`src/rtl/qbert_pkg.sv`:
```
// Shared types and helpers for the Q*bert hop controller.
package qbert_pkg;

  typedef enum logic [2:0] {
    IDLE,
    HOP,
    LAND,
    DONE,
    FALL
  } hop_state_t;

  // Jump direction codes as presented on e_jump_qb
  localparam logic [2:0] DIR_UR = 3'd1;  // (r-1, c)
  localparam logic [2:0] DIR_UL = 3'd2;  // (r-1, c-1)
  localparam logic [2:0] DIR_DR = 3'd3;  // (r+1, c+1)
  localparam logic [2:0] DIR_DL = 3'd4;  // (r+1, c)

  // Linear cube number: rows are packed top-down, row r holds r+1 cubes
  function automatic int cube_index(input int row, input int col);
    return row * (row + 1) / 2 + col;
  endfunction

endpackage

```
`src/rtl/pyramid_neighbor.sv`:
```
// Combinational neighbour lookup: where a hop in direction dir lands
// and whether that landing spot is still on the pyramid.
module pyramid_neighbor #(
  parameter int N_ROWS = 7,
  parameter int RW     = 3
) (
  input  logic [RW-1:0] row,
  input  logic [RW-1:0] col,
  input  logic [2:0]    dir,
  output logic [RW-1:0] t_row,
  output logic [RW-1:0] t_col,
  output logic          in_range,
  output logic          dir_valid
);
  import qbert_pkg::*;

  int r, c, tr, tc;

  // Signed arithmetic so off-pyramid targets (negative row/col) are detectable
  always_comb begin
    r         = int'(row);
    c         = int'(col);
    tr        = r;
    tc        = c;
    dir_valid = 1'b1;
    case (dir)
      DIR_UR:  tr = r - 1;
      DIR_UL:  begin tr = r - 1; tc = c - 1; end
      DIR_DR:  begin tr = r + 1; tc = c + 1; end
      DIR_DL:  tr = r + 1;
      default: dir_valid = 1'b0;
    endcase
    // tc <= tr catches the up-right move off the right edge of a row
    in_range = dir_valid && (tr >= 0) && (tc >= 0) && (tc <= tr) && (tr < N_ROWS);
    t_row    = RW'(tr);
    t_col    = RW'(tc);
  end

endmodule

```
`src/rtl/qbert_hop_controller.sv`:
```
// Q*bert hop controller: moves Q*bert between pyramid cubes on jump
// commands, times each hop/fall in frame ticks and tracks recoloured tops.
module qbert_hop_controller #(
  parameter int N_ROWS      = 7,
  parameter int N_cube      = N_ROWS * (N_ROWS + 1) / 2,
  parameter int HOP_FRAMES  = 8,
  parameter int FALL_FRAMES = 12
) (
  input  logic              clk,
  input  logic              reset,
  input  logic              frame_tick,
  input  logic              jump_req,
  input  logic [2:0]        e_jump_qb,
  input  logic              level_reset,
  output logic [N_cube-1:0] position_qb,
  output logic [N_cube-1:0] e_next_qb,
  output logic [N_cube-1:0] e_color_state,
  output logic              done_move,
  output logic              fall_done,
  output logic              busy,
  output logic [3:0]        hop_frame,
  output logic              level_clear
);
  import qbert_pkg::*;

  localparam int RW = (N_ROWS > 1) ? $clog2(N_ROWS) : 1;
  localparam logic [N_cube-1:0] CUBE0     = {{(N_cube-1){1'b0}}, 1'b1};
  localparam logic [3:0]        HOP_LAST  = 4'(HOP_FRAMES - 1);
  localparam logic [3:0]        FALL_LAST = 4'(FALL_FRAMES - 1);

  hop_state_t        state;
  logic [RW-1:0]     row, col, t_row, t_col;
  logic [RW-1:0]     nb_row, nb_col;
  logic              nb_in_range, nb_dir_valid;
  logic [N_cube-1:0] tgt_oh;

  pyramid_neighbor #(.N_ROWS(N_ROWS), .RW(RW)) u_nb (
    .row       (row),
    .col       (col),
    .dir       (e_jump_qb),
    .t_row     (nb_row),
    .t_col     (nb_col),
    .in_range  (nb_in_range),
    .dir_valid (nb_dir_valid)
  );

  assign tgt_oh = CUBE0 << cube_index(int'(nb_row), int'(nb_col));

  // Hop/fall sequencer; every output is a register updated here
  always_ff @(posedge clk) begin
    if (reset || level_reset) begin
      state         <= IDLE;
      row           <= '0;
      col           <= '0;
      t_row         <= '0;
      t_col         <= '0;
      position_qb   <= CUBE0;
      e_next_qb     <= CUBE0;
      e_color_state <= '0;
      done_move     <= 1'b0;
      fall_done     <= 1'b0;
      busy          <= 1'b0;
      hop_frame     <= '0;
      level_clear   <= 1'b0;
    end else begin
      done_move   <= 1'b0;
      fall_done   <= 1'b0;
      level_clear <= &e_color_state;
      case (state)
        IDLE: begin
          // A tick coinciding with acceptance is not counted: hop_frame restarts at 0
          if (jump_req && nb_dir_valid && !level_clear) begin
            busy      <= 1'b1;
            hop_frame <= '0;
            if (nb_in_range) begin
              t_row     <= nb_row;
              t_col     <= nb_col;
              e_next_qb <= tgt_oh;
              state     <= HOP;
            end else begin
              state <= FALL;
            end
          end
        end
        HOP: begin
          if (frame_tick) begin
            if (hop_frame == HOP_LAST) begin
              // Landing takes effect on the edge into LAND so position and
              // target only differ while in HOP
              hop_frame     <= '0;
              row           <= t_row;
              col           <= t_col;
              position_qb   <= e_next_qb;
              e_color_state <= e_color_state | e_next_qb;
              state         <= LAND;
            end else begin
              hop_frame <= hop_frame + 4'd1;
            end
          end
        end
        LAND: begin
          // done_move is high during DONE, one cycle after colours settle
          done_move <= 1'b1;
          state     <= DONE;
        end
        DONE: begin
          busy  <= 1'b0;
          state <= IDLE;
        end
        FALL: begin
          if (frame_tick) begin
            if (hop_frame == FALL_LAST) begin
              hop_frame   <= '0;
              row         <= '0;
              col         <= '0;
              position_qb <= CUBE0;
              e_next_qb   <= CUBE0;
              fall_done   <= 1'b1;
              busy        <= 1'b0;
              state       <= IDLE;
            end else begin
              hop_frame <= hop_frame + 4'd1;
            end
          end
        end
        default: state <= IDLE;
      endcase
    end
  end

endmodule

```
`config.mk`:
```
export PLATFORM = sky130hd
export DESIGN_NAME = qbert_hop_controller
export DESIGN_NICKNAME = d
export VERILOG_FILES = /design/src/rtl/qbert_pkg.sv /design/src/rtl/pyramid_neighbor.sv /design/src/rtl/qbert_hop_controller.sv
export SDC_FILE = /design/constraint.sdc
export NUM_CORES = 1
export LEC_CHECK = 0
export BUFFER_PORTS_ARGS = -buffer_cell sky130_fd_sc_hd__buf_2
export CAP_MARGIN = 10
export CORE_ASPECT_RATIO = 1.4
export CORE_MARGIN = 3
export CORE_UTILIZATION = 45
export DETAILED_ROUTE_END_ITERATION = 6
export GPL_TIMING_DRIVEN = 0
export PLACE_DENSITY = 0.74
export SYNTH_ARGS = -nofsm -noshare
export SYNTH_HDL_FRONTEND = slang
export SYNTH_SLANG_ARGS = --single-unit
```
`constraint.sdc`:
```
create_clock -name clk -period 6.8 [get_ports clk]
set_input_delay 0.68 -clock clk [delete_from_list [all_inputs] [get_ports clk]]
set_output_delay 0.68 -clock clk [all_outputs]
set_load 0.03 [all_outputs]
```
==> impl_metrics.csv <==
group,metric,value,unit
routing,wl_met3,657,um
worst_setup_path,critPathRequiredTime,7.08,ns
worst_setup_path,start_kind,"flip-flop",
timing,max_slew_margin,43.4,%
cells_and_area,num_antenna_cells,0,
pwr,power_leakage,0.00273,uW
placement,port_buffers,99,
pwr,ir_drop,0.000164,V
flow_run,maxCapViolCount,0,
logic_synthesis,synth_enable_flop_cells,0,
logic_synthesis,syn-num-nets,626,
routing,drt_wl_total,14600,um
worst_setup_path,critPathSlowestCell,"o31ai_1",
cells_and_area,layout_common_cells,"dfxtp_1 (107), buf_2 (105), nor2_1 (76)",
timing,fin_ws,0.598,ns
floorplanning,io_pins,100,
global_route,grt_max_degree,18,
floorplanning,core_area,11000,um2
routing,vias,4857,
timing,period_minus_slack,6.20,ns
timing,drv_slew,0,
logic_synthesis,synth.yosys.seq_area_share,41.3,%
timing,fmax,161,MHz
cts,cts_setup_buffers,0,
cts,cts.root.buffer_cell,"clkbuf_16",
cts,clk_latency,0.35,ns
logic_synthesis,synth_ff_type,"dfxtp_1",
logic_synthesis,syn-cell-area,5190,um2
cts,clkSinkCount,107,
routing,via_per_inst,5.73,
logic_synthesis,syn_inst,593,
timing,worst_slew_pin_slew,0.846,ns
floorplanning,die_w,96.7,um
routing,avgRoutedWirePerCell,17.3,um
global_route,grt_pass1_wl,23500,um
worst_setup_path,max_stage_delay,0.64,ns
logic_synthesis,ys_async_sr_fraction,0,%
placement,routabilityCongestion,0.919,
routing,wl_met1,5760,um
logic_synthesis,synth.distinct_cells,64,
floorplanning,rows,45,
placement,pre_cts_slack,0.571,ns
worst_setup_path,crit_fanout,6,
cts,cts.reportedPaths.clkPinSlew,0.07,ns
cells_and_area,syn2layout_area_growth,19.7,%
worst_setup_path,cp.arrival,6.48,ns
cells_and_area,final_nets,736,
timing,setup_viol,0,
cts,cts_resized,0,
global_route,antenna_found_initial,0,
global_route,first_global_vias,4786,
timing,setup-tns-final,0,ns
placement,hpwl,11000,um
cts,cts_tree,"yes",
worst_setup_path,crit_chain,"inv_1 > ha_1 > xnor2_1 > and2_1 > o31ai_1 > inv_1 > ha_1 > inv_1 > ha_1 > inv_1 > nand2_1 > fa_1 > fa_1 > inv_1 > ha_1 > a21oi_1 > a21oi_1 > or4_1 > nor3_1 > nand3_1 > mux2i_1",
routing,ant_nets,0,
logic_synthesis,synth_seq_cells,107,
cells_and_area,final_layout_size_suffix_gt1_share,21.5,%
worst_setup_path,crit_top_cell,"inv_1",
logic_synthesis,avgSynthCellArea,8.75,um2
routing,dr_wl_met2,7640,um
cts,cts_max_path_buffers,2,
outcome,outcome,"finished, final reports clean",
worst_setup_path,path_class,"flip-flop to flip-flop",
global_route,gr-total-overflow,0,
logic_synthesis,yosysWarnings,0,
routing,dr.pass1.iters,5,
timing,post-route-period-util,91.2,%
cts,cts_buffers,9,
timing,finalHoldViolations,0,
timing,rsz0062_at_grt,"false",
worst_setup_path,crit_path_end_kind,"flip-flop",
pwr,p_per_area,227,nW/um2
global_route,grt_usage,22.1,%
cts,h-tree-depth,3,
routing,drc,0,
cells_and_area,layout.cells.most_common,"dfxtp_1",
floorplanning,start_util,47.0,%
timing,clock_skew,0.00617,ns
floorplanning,die_h,133,um
routing,dr.first_iter.drc_count,244,
min_path,hp-class,"flip-flop to flip-flop",
cts,hold_buffers,0,
floorplanning,dieArea,12900,um2
routing,route.top_layer_used,"met4",
[Yosys cell counts (all sizes together) (6+ instances only)]
cell type | count | area [um2]
nor2 | 79 | 314
ha | 22 | 275
a21oi | 48 | 244
nand2 | 62 | 233
a22oi | 26 | 195
dfxtp | 107 | 2140
nand4 | 14 | 87.6
nand3 | 25 | 130
inv | 16 | 60.1
nor3 | 14 | 70.1
nor4 | 8 | 56.3
clkbuf | 19 | 71.3
nand2b | 6 | 37.5
xnor2 | 6 | 52.6
mux2i | 31 | 310
a31oi | 7 | 43.8
or3 | 6 | 37.5
buf | 19 | 165
o21ai | 9 | 56.3
[layer usage]
metal	global-route usage [%]	up-vias
met5	0	-
met4	11.6	0
met3	2.95	43
met2	40.4	178
met1	24.7	2317
li1	-	2319
[logic make-up after synthesis]
group                      synth area share (%)
and+or+nand+nor                            23.7
AOI/OAI and AO/OA                          15.1
DFF                                        41.3
buffers and inverters                      5.72
muxes                                      5.98
adders and majority gates                  6.47
xor gates and xnor gates                   1.69
[final cells by class]
| type | count | area, um2 |
|---|---|---|
| inverter | 16 | 60.1 |
| timing repair buffer | 99 | 495 |
| clock inverter | 5 | 109 |
| multi-input combinational | 432 | 2750 |
| fill | 1055 | 4830 |
| tap | 141 | 176 |
| buffer | 38 | 236 |
| clock buffer | 10 | 239 |
| sequential | 107 | 2140 |
[flip-flops by register name, summed over array words and instances (netlist names)]
register	cells
e_color_state	28
e_next_qb	28
position_qb	28
hop_frame	4
col	3
row	3
state	3
t_col	3
t_row	3
busy	1
done_move	1
fall_done	1
level_clear	1
[worst max-delay path: cells and delay by family (launching register included)]
kind                     cells  cell delay [ns]
flip-flops                   1             0.46
AO/OA/AOI/OAI                3             1.14
XOR/XNOR                     1             0.14
buffers and inverters        5             0.65
adder cells (fa/ha/maj)      6             2.30
AND/OR/NAND/NOR              5             1.28
multiplexers                 1             0.15
[path summary, 6_finish.rpt]
| path | from | slack [ns] | depth (start not counted) | endpoint |
|---|---|---|---|---|
| hold / removal | position_qb[19] | 0.47 | 2 | position_qb[19] |
| hold reg to reg | position_qb[19] | 0.47 | 2 | position_qb[19] |
| setup reg to reg | row[0] | 0.60 | 21 | e_next_qb[10] |
| setup / recovery | row[0] | 0.60 | 21 | e_next_qb[10] |
[stage by stage]
step | cell area [um2] | utilization (%) | cells | power, uW | hold WS [ns]
final | 6210 | 56.2 | 848 | 1410 | 0.469
after global routing | 6210 | 56.2 | 848 | 1460 | 0.481
after CTS | 6210 | 56.2 | 848 | 1410 | 0.466
after detailed placement | 5860 | 53.1 | 833 | 809 | 0.456
after global placement | 5860 | 53.1 | 833 | 803 | 0.453
after floorplan | 5190 | - | 593 | 769 | 0.447
[power breakdown]
group	total (uW)	switching [uW]	leakage (uW)	internal, uW
clock	608	238	0.000167	371
sequential	630	1.78	0.000862	628
combinational	170	111	0.00170	59.0
total	1410	350	0.00273	1060
Note: power is estimated with default switching activity, not from simulation.
